[config.mk]
export PLATFORM = sky130hd
export DESIGN_NAME = bin_scheduler
export DESIGN_NICKNAME = d
export VERILOG_FILES = /design/src/rtl/bin_scheduler.sv
export SDC_FILE = /design/constraint.sdc
export NUM_CORES = 1
export LEC_CHECK = 0
export CORE_ASPECT_RATIO = 0.7
export CORE_UTILIZATION = 35
export DETAILED_ROUTE_END_ITERATION = 6
export MAX_ROUTING_LAYER = met4
export SLEW_MARGIN = 15
export SYNTH_ARGS = -nofsm -noshare
export SYNTH_HDL_FRONTEND = slang
export SYNTH_SLANG_ARGS = --single-unit
[constraint.sdc]
create_clock -name clk -period 2.2 [get_ports clk]
set_clock_uncertainty 0.1 [all_clocks]
set_input_delay 0.66 -clock clk [delete_from_list [all_inputs] [get_ports clk]]
set_output_delay 0.66 -clock clk [all_outputs]
set_load 0.1 [all_outputs]
[src/rtl/bin_scheduler.sv]
// Bin request scheduler: queues bin requests, launches them one at a time on the
// arithmetic decoder engine, times each operation and hands the decoded bin downstream.
//   IDLE  | no operation in flight, waiting for a queued request
//   ISSUE | head popped, operands on eng_*, eng_start high
//   WAIT  | engine running, cycle counter advancing
//   HOLD  | decoded bin presented on bin_out until bin_ready
module bin_scheduler #(
  parameter int DEPTH = 4,
  parameter int TMAX  = 127
) (
  input  logic       clk,
  input  logic       reset,
  input  logic       req_valid,
  input  logic       req_bypass,
  input  logic [5:0] req_ctx,
  output logic       req_ready,
  output logic       eng_start,
  output logic       eng_bypass,
  output logic [5:0] eng_ctx,
  input  logic       eng_done,
  input  logic       eng_bin,
  output logic       bin_valid,
  output logic       bin_out,
  input  logic       bin_ready,
  output logic [6:0] clock_cycle_count,
  output logic       timeout,
  output logic       busy
);

  localparam int              AW       = $clog2(DEPTH);
  localparam logic [AW-1:0]   PTR_ONE  = AW'(1);
  localparam logic [AW:0]     CNT_ONE  = (AW+1)'(1);
  localparam logic [AW:0]     CNT_FULL = (AW+1)'(DEPTH);
  localparam logic [6:0]      TMAX_C   = 7'(TMAX);
  localparam logic [6:0]      CNT_SAT  = 7'd127;

  typedef enum logic [1:0] {IDLE, ISSUE, WAIT, HOLD} state_e;

  state_e          state_q, state_d;
  logic [6:0]      fifo_mem_q [DEPTH];
  logic [AW-1:0]   wr_ptr_q, wr_ptr_d;
  logic [AW-1:0]   rd_ptr_q, rd_ptr_d;
  logic [AW:0]     count_q, count_d;
  logic [6:0]      cnt_q, cnt_d;
  logic [6:0]      ccc_q, ccc_d;
  logic            bin_out_q, bin_out_d;
  logic            eng_bypass_q, eng_bypass_d;
  logic [5:0]      eng_ctx_q, eng_ctx_d;
  logic            full, empty, push, pop;
  logic [6:0]      head;

  assign full      = (count_q == CNT_FULL);
  assign empty     = (count_q == '0);
  // Gated by the reset pin so the FIFO refuses requests while reset is held.
  assign req_ready = reset & ~full;
  assign push      = req_valid & req_ready;
  assign pop       = (state_q == ISSUE);
  assign head      = fifo_mem_q[rd_ptr_q];

  always_comb begin
    wr_ptr_d = wr_ptr_q;
    rd_ptr_d = rd_ptr_q;
    count_d  = count_q;
    if (push) wr_ptr_d = wr_ptr_q + PTR_ONE;
    if (pop)  rd_ptr_d = rd_ptr_q + PTR_ONE;
    case ({push, pop})
      2'b10:   count_d = count_q + CNT_ONE;
      2'b01:   count_d = count_q - CNT_ONE;
      default: count_d = count_q;
    endcase
  end

  always_ff @(posedge clk) begin
    if (push) fifo_mem_q[wr_ptr_q] <= {req_bypass, req_ctx};
  end

  always_comb begin
    state_d      = state_q;
    cnt_d        = cnt_q;
    ccc_d        = ccc_q;
    bin_out_d    = bin_out_q;
    eng_bypass_d = eng_bypass_q;
    eng_ctx_d    = eng_ctx_q;
    timeout      = 1'b0;
    case (state_q)
      IDLE: begin
        if (!empty) begin
          state_d                   = ISSUE;
          {eng_bypass_d, eng_ctx_d} = head;
        end
      end
      ISSUE: begin
        cnt_d   = 7'd1;
        state_d = WAIT;
      end
      WAIT: begin
        if (eng_done) begin
          bin_out_d = eng_bin;
          ccc_d     = cnt_q;
          state_d   = HOLD;
        end else if (cnt_q == TMAX_C) begin
          timeout = 1'b1;
          ccc_d   = TMAX_C;
          state_d = IDLE;
        end else if (cnt_q != CNT_SAT) begin
          cnt_d = cnt_q + 7'd1;
        end
      end
      HOLD: begin
        // Operands for the next request are staged here so eng_start follows without a gap.
        if (bin_ready) begin
          if (!empty) begin
            state_d                   = ISSUE;
            {eng_bypass_d, eng_ctx_d} = head;
          end else begin
            state_d = IDLE;
          end
        end
      end
      default: state_d = IDLE;
    endcase
  end

  always_ff @(posedge clk or negedge reset) begin
    if (!reset) begin
      state_q      <= IDLE;
      wr_ptr_q     <= '0;
      rd_ptr_q     <= '0;
      count_q      <= '0;
      cnt_q        <= '0;
      ccc_q        <= '0;
      bin_out_q    <= 1'b0;
      eng_bypass_q <= 1'b0;
      eng_ctx_q    <= '0;
    end else begin
      state_q      <= state_d;
      wr_ptr_q     <= wr_ptr_d;
      rd_ptr_q     <= rd_ptr_d;
      count_q      <= count_d;
      cnt_q        <= cnt_d;
      ccc_q        <= ccc_d;
      bin_out_q    <= bin_out_d;
      eng_bypass_q <= eng_bypass_d;
      eng_ctx_q    <= eng_ctx_d;
    end
  end

  assign eng_start         = (state_q == ISSUE);
  assign bin_valid         = (state_q == HOLD);
  assign busy              = (state_q != IDLE) | ~empty;
  assign eng_bypass        = eng_bypass_q;
  assign eng_ctx           = eng_ctx_q;
  assign bin_out           = bin_out_q;
  assign clock_cycle_count = ccc_q;

endmodule

; ---- After elaboration in Yosys (flattened, before gate mapping)
; Memories as Yosys holds them, arrays and structs flattened.
; Cells that the tools add are included.
[word_totals]
mem_bits_rw = 28
input_bits = 13
ff_bits = 31
output_inout_bits = 20
memories = 1
[memory_table]
columns = memory, depth, width, read_ports, rd_ports_with_merged_regs, write_ports, line
row1 = fifo_mem_q, 4, 7, 1, 0, 1, 40  ; logic [6:0] fifo_mem_q [DEPTH];
[classes]
bitwise_logic = 5
add_sub_neg = 5
n_eq_ne = 14
muxes = 24
reduce_logical = 12
[ops]
columns = cell, count
row1 = $mux 7, 5
row2 = $pmux 7 s2, 1
row3 = $mux 6, 2
row4 = $pmux 6 s2, 1
row5 = $reduce_bool 2->1, 5
row6 = $mux 1, 8
row7 = $mux 2, 4
row8 = $ne 2x2->1 const B, 4
row9 = $pmux 2 s4, 1
row10 = $add 7x1->7 const B, 1
row11 = $eq 7x7->1 const B, 1
row12 = $ne 7x7->1 const B, 1
row13 = $eq 2x2->1 const B, 3
row14 = $pmux 3 s2, 1
row15 = $reduce_and 2->1, 3
row16 = $add 2x1->2 const B, 2
row17 = $eq 2x1->1 const B, 2
row18 = $reduce_and 4->1, 1
row19 = $add 3x1->3 const B, 1
row20 = $eq 3x3->1 const B, 1
row21 = $logic_not 3->1, 1
row22 = $ne 3x3->1 const B, 1
row23 = $reduce_and 3->1, 1
row24 = $sub 3x1->3 const B, 1
row25 = other kinds (6), 8

; ---- Longest topological paths before layout
; Gate-level depths: netlist of run 1.
[logic_depth]
depth_word = 6
ltp_mapped = 10

; ---- Worst setup path after synthesis of run 1
; OpenSTA, ideal clock, no wires.
[synth_path]
path_type = register to output
start = register cnt_q[0]
end = output port timeout
t_required_ns = 1.440
n_path_buf = 0
t_arrival_ns = 3.066
slack_ns = -1.626
path_stages_with_launch = 5
cell_sequence = dfrtp_1 ha_1 and4_4 nand2_1 nor3_1
[synth_between]
elab_chain_len = 4
[synth_lines]
columns = item, line
row1 = start: declaration, 44  ; logic [6:0] cnt_q, cnt_d;
row2 = start signal: assignment, 140  ; cnt_q <= cnt_d;
row3 = $eq 7x7->1, 101  ; end else if (cnt_q == TMAX_C) begin
row4 = $mux 1, 101
row5 = $mux 1, 97  ; if (eng_done) begin
row6 = $mux 1, 85  ; case (state_q)
row7 = end: declaration, 26  ; output logic timeout,
; Every way passes these cells.

; ---- Worst setup path after layout of run 1
[layout_path]
start = register cnt_q[1]
end = output port timeout
; Same word-level chain as after synthesis.

==> impl_metrics.tcl, run 1 <==
set metrics [dict create \
    status "finished, violations left" \
    violations "negative setup slack" \
    final_cell_mix "30 x dfrtp_1, 28 x edfxtp_1, 22 x buf_4" \
    h-tree-depth 3 \
    min_period_ns 2.30 \
    cp-end-kind "primary output" \
    synth-seq-area-share 0.614 \
    die_y_um 74.6 \
    drv_slew 0 \
    hold-worst-slack_ns 0.392 \
    gp_congestion 0.819 \
    synth_cell_types 46 \
    clk_latency_ns 0.32 \
    async_reset_ff_frac 0.525 \
    fin_tns_setup_ns -0.0993 \
    core_um2 7290 \
    synth_nets 203 \
    fill_cells 621 \
    viasPerCell 4.80 \
    startpoint "cnt_q[1]" \
    holdBufCountCts 0 \
    grt_pass1_vias 1616 \
    cts.sinks 59 \
    ys.flop_type "dfrtp_1" \
    first_pass_iters 5 \
    clockBufferDepth 2 \
    dieWidth_um 106 \
    crit_type "reg -> out" \
    drc 0 \
    die_area_um2 7880 \
    drv_cap 0 \
    path_max_fanout 2 \
    root_buffer "clkbuf_8" \
    cp.required_ns 1.44 \
    max_slew.worst_pin.slew_ns 0.562 \
    port_buffers 32 \
    start_kind "register" \
    worstHoldStart "count_q[0]" \
    initial_core_util 0.361 \
    netlist_instances 183 \
    clkTransAtPathRegs_ns 0.06 \
    avgSynthCellArea_um2 14.4 \
    grt_overflow_total 0 \
    route.vias.total 1652 \
    slew_headroom 0.626 \
    max_stage_delay_ns 0.39 \
    nets 261 \
    synth_edf_count 28 \
    yosys_warnings 0 \
    arrival_ns 1.54 \
    grt_max_degree 32 \
    hold_viol_final 0 \
    rows 26 \
    cts_tree "yes" \
    drive_gt1_frac 0.370 \
    yosys.area.top_type "edfxtp_1" \
    synth_top_cells_by_area "edfxtp_1 32%, dfrtp_1 29%, mux4_2 6.0%" \
    setup_viol 1 \
    period_share 1.05 \
    grt_setup_unrepaired "yes" \
    syn2layout_area_growth_pct 39.7 \
    antenna_found_initial 0 \
    final_common_cell "dfrtp_1" \
    drt-total-wl_mm 5.07 \
    fmax_mhz 435 \
    netlist_area_um2 2630 \
    min_path_type "reg -> reg" \
    io-pin-count 33 \
    drt_iter0_markers 42 \
    grt_first_pass_wirelength_mm 8.60 \
    grt_usage 0.155 \
    hpwlAfterDp_mm 3.66 \
    slowest_stage "dfrtp_1" \
    num_antenna_cells 0 \
    wire_per_inst_um 14.7 \
    yosys.area.top_type_share 0.319 \
    crit_chain "ha_4 > and4_4 > nand2_4 > nor3_4 > buf_12" \
    cts_buffers 9 \
    ys_seq_elements 59 \
    setup_ws_ns -0.0993 \
    worstReg2RegStart "count_q[1]" \
    ant_nets 0 \
]
==> kinds of logic (layout without fill, tap and decap cells) <==
| group | after synthesis | in the layout | share of synthesized area |
|---|---|---|---|
| buffers and inverters | 17 | 80 | 0.0285 |
| multiplexers | 16 | 16 | 0.108 |
| AND/OR/NAND/NOR | 46 | 46 | 0.102 |
| XOR/XNOR | 6 | 6 | 0.0200 |
| flip-flops | 59 | 59 | 0.614 |
| adder cells (fa/ha/maj) | 7 | 7 | 0.0361 |
| AO/OA/AOI/OAI | 32 | 32 | 0.0908 |
==> state kept, by name, indices dropped and copies added (netlist names) <==
signal,cells
eng_bypass,1
eng_ctx,6
clock_cycle_count,7
fifo_mem_q,28
cnt_q,7
bin_out,1
wr_ptr_q,2
state_q,2
rd_ptr_q,2
count_q,3
==> stage by stage <==
stage	setup WS, ns	cells	utilization	area [um^2]
6_report	-0.0993	344	0.505	3680
5_1_grt	-0.190	344	0.505	3680
4_1_cts	-0.127	342	0.503	3660
3_5_place_dp	-0.218	324	0.469	3420
3_3_place_gp	-0.192	324	0.469	3420
2_1_floorplan	-0.372	183	-	2680
==> area by class of cell <==
| class | instances | area (um^2) | area share |
|---|---|---|---|
| Inverter | 10 | 45.0 | 0.0122 |
| Multi-Input combinational cell | 107 | 1010 | 0.273 |
| Tap cell | 98 | 123 | 0.0333 |
| Clock buffer | 10 | 128 | 0.0347 |
| Sequential cell | 59 | 1620 | 0.440 |
| Clock inverter | 6 | 80.1 | 0.0218 |
| Timing Repair Buffer | 54 | 679 | 0.185 |
==> worst max-delay path, delay by kind of cell (launching register included) <==
kind	cells	cell delay [ns]
buffers and inverters	1	0.20
and+or+nand+nor	3	0.45
adders and majority gates	1	0.16
DFF	1	0.39
==> synthesized netlist by cell type, types with 4 or more instances <==
library cell and n:
o21ai_0 7, nor2_1 9, ha_1 6, o22a_1 6, dfrtp_1 31, mux4_2 7
nand2_1 11, edfxtp_1 28, inv_1 10, mux2_4 7, and3_1 4
==> routing by layer <==
layer	share of wire	routed length [um]	global-route usage
met1	0.49	2500	0.209
met2	0.44	2250	0.219
met3	0.056	283	0.0526
met4	0.0089	45	0.0556
met5	0	0	-
==> worst paths after layout <==
path                                         to  slack, ns  cells after the start
min in group asynchronous  clock_cycle_count[0]       0.40                      2
setup reg to reg                     count_q[2]       0.23                     10
hold / removal                       count_q[0]       0.39                      1
max in group asynchronous            count_q[1]       1.28                      2
setup / recovery                        timeout       -0.1                      5
hold reg to reg                      count_q[0]       0.39                      1
==> what timing repair did <==
action                                  CTS  global route
endpoints found under the setup margin    2             3
cloned                                    0             0
resized for setup                         4             1
buffers inserted                          2             2
pin swaps                                 3             1
Power of run 1 is left out: the tool's default activity adds up to more than one toggle a clock period on the data nets, which glitch-free logic cannot reach.
==> run 2: changes to the inputs <==
SETUP_SLACK_MARGIN = 0.3   (was unset)
==> run 2 against run 1 <==
  * Routed wire length grew 6.8%
  * Die area is the same
  * Setup slack gained 0.0011 ns
  * Count of clock-buffer cells in the layout shrank 1
  * Final area grew 3.5%
  * Fmax is essentially flat
  * Largest cell class unchanged
  * Global-route usage grew 0.18 points
  * Critical endpoint unchanged
  * Core utilization grew 1.8 points
  * The flow still finishes with violations (negative setup slack)
  * First-iteration DRC count grew 120%
  * Register-to-register slack gained 0.02 ns
  * Worst hold slack lost 0.086 ns
==> impl_metrics.tcl, run 2 (synthesis results as in run 1) <==
set metrics [dict create \
    violations "negative setup slack" \
    drt_iter0_markers 91 \
    gp_congestion 0.815 \
    die_area_um2 7880 \
    min_path_type "in -> async" \
    grt_usage 0.157 \
    max_slew.worst_pin.slew_ns 0.545 \
    cp.required_ns 1.44 \
    io-pin-count 33 \
    fin_area_um2 3810 \
    h-tree-depth 3 \
    grt_first_pass_wirelength_mm 8.70 \
    wire_per_inst_um 15.3 \
    max_stage_delay_ns 0.35 \
    fmax_mhz 435 \
    cp-end-kind "primary output" \
    die_y_um 74.6 \
    cts.sinks 59 \
    grt_overflow_total 0 \
    drv_slew 0 \
    cts_buffers 9 \
    grt_max_degree 32 \
    crit_chain "ha_2 > and4_4 > nand2_4 > nor3_4 > buf_12" \
    period_share 1.04 \
    clkTransAtPathRegs_ns 0.08 \
    syn2layout_area_growth_pct 44.6 \
    worstReg2RegStart "count_q[1]" \
    antenna_found_initial 0 \
    route.vias.total 1746 \
    drv_cap 0 \
    setup_ws_ns -0.0982 \
    placed_cell_area_um2 3410 \
    first_pass_iters 4 \
    ant_nets 0 \
    clk_latency_ns 0.34 \
    regToRegSetupSlack_ns 0.25 \
    initial_core_util 0.361 \
    slowest_stage "dfrtp_1" \
    arrival_ns 1.54 \
    drive_gt1_frac 0.444 \
    core_um2 7290 \
    path_max_fanout 2 \
    root_buffer "clkbuf_8" \
    largest_register "fifo_mem_q" \
    clockBufferDepth 2 \
    start_kind "register" \
    final_common_cell "buf_4" \
    largest_reg_flops 28 \
    fill_cells 639 \
    hold_viol_final 0 \
    dp_worst_setup_slack_ns -0.233 \
    hpwlAfterDp_mm 3.63 \
    critical_path.top_delay_family "simple AND/OR/NAND/NOR gates" \
    rows 26 \
    slew_headroom 0.636 \
    dieWidth_um 106 \
    num_antenna_cells 0 \
    cts_tree "yes" \
    viasPerCell 4.92 \
    path_buf_inv 1 \
    setup_viol 1 \
    drc 0 \
    min_period_ns 2.30 \
    port_buffers 32 \
    grt_setup_unrepaired "yes" \
    final_cell_mix "30 x buf_4, 28 x dfrtp_1, 28 x edfxtp_1" \
    status "finished, violations left" \
    r2r-end "count_q[2]" \
    holdBufCountCts 0 \
    grt_pass1_vias 1688 \
    drt-total-wl_mm 5.42 \
    crit_type "reg -> out" \
    rr_worst_depth 10 \
    nets 272 \
]
-- run 2: routing by layer --
layer  track usage  share of wire
met1         0.205           0.49
met2         0.227           0.44
met5             -              0
met4        0.0540          0.015
met3        0.0587          0.055
-- run 2: cell type report --
cell class / instances / area [um^2] / area share
Sequential cell: 59 / 1620 / 0.426
Clock buffer: 9 / 124 / 0.0325
Tap cell: 98 / 123 / 0.0322
Timing Repair Buffer: 65 / 778 / 0.204
Multi-Input combinational cell: 107 / 1010 / 0.266
Clock inverter: 7 / 100 / 0.0263
Inverter: 10 / 47.5 / 0.0125
-- run 2: worst max path at each step --
| stage | cells after the start | slack [ns] | to | start |
|---|---|---|---|---|
| 6_report | 5 | -0.1 | timeout | cnt_q[0] |
| 5_1_grt | 5 | -0.18 | timeout | cnt_q[1] |
| 4_1_cts | 5 | -0.11 | timeout | cnt_q[1] |
| 3_3_place_gp | 9 | -0.19 | count_q[2] | req_valid |
| 2_1_floorplan | 10 | -0.37 | count_q[2] | reset |
| 3_5_place_dp | 9 | -0.23 | count_q[2] | req_valid |
-- run 2: metrics by stage --
| step | TNS [ns] | utilization | cells | hold WS, ns |
|---|---|---|---|---|
| after floorplan | -1.06 | - | 183 | 0.264 |
| after global placement | -0.460 | 0.469 | 322 | 0.411 |
| after detailed placement | -0.465 | 0.469 | 322 | 0.407 |
| after CTS | -0.113 | 0.515 | 348 | 0.319 |
| after global routing | -0.179 | 0.522 | 355 | 0.331 |
| final | -0.0982 | 0.522 | 355 | 0.305 |
-- run 2: timing repair --
item	in CTS	in global routing
resized for setup	16	1
endpoints found under the setup margin	6	6
buffers inserted	10	7
hold endpoints to repair	0	0
pin swaps	9	4
Power of run 2 is left out for the same reason.
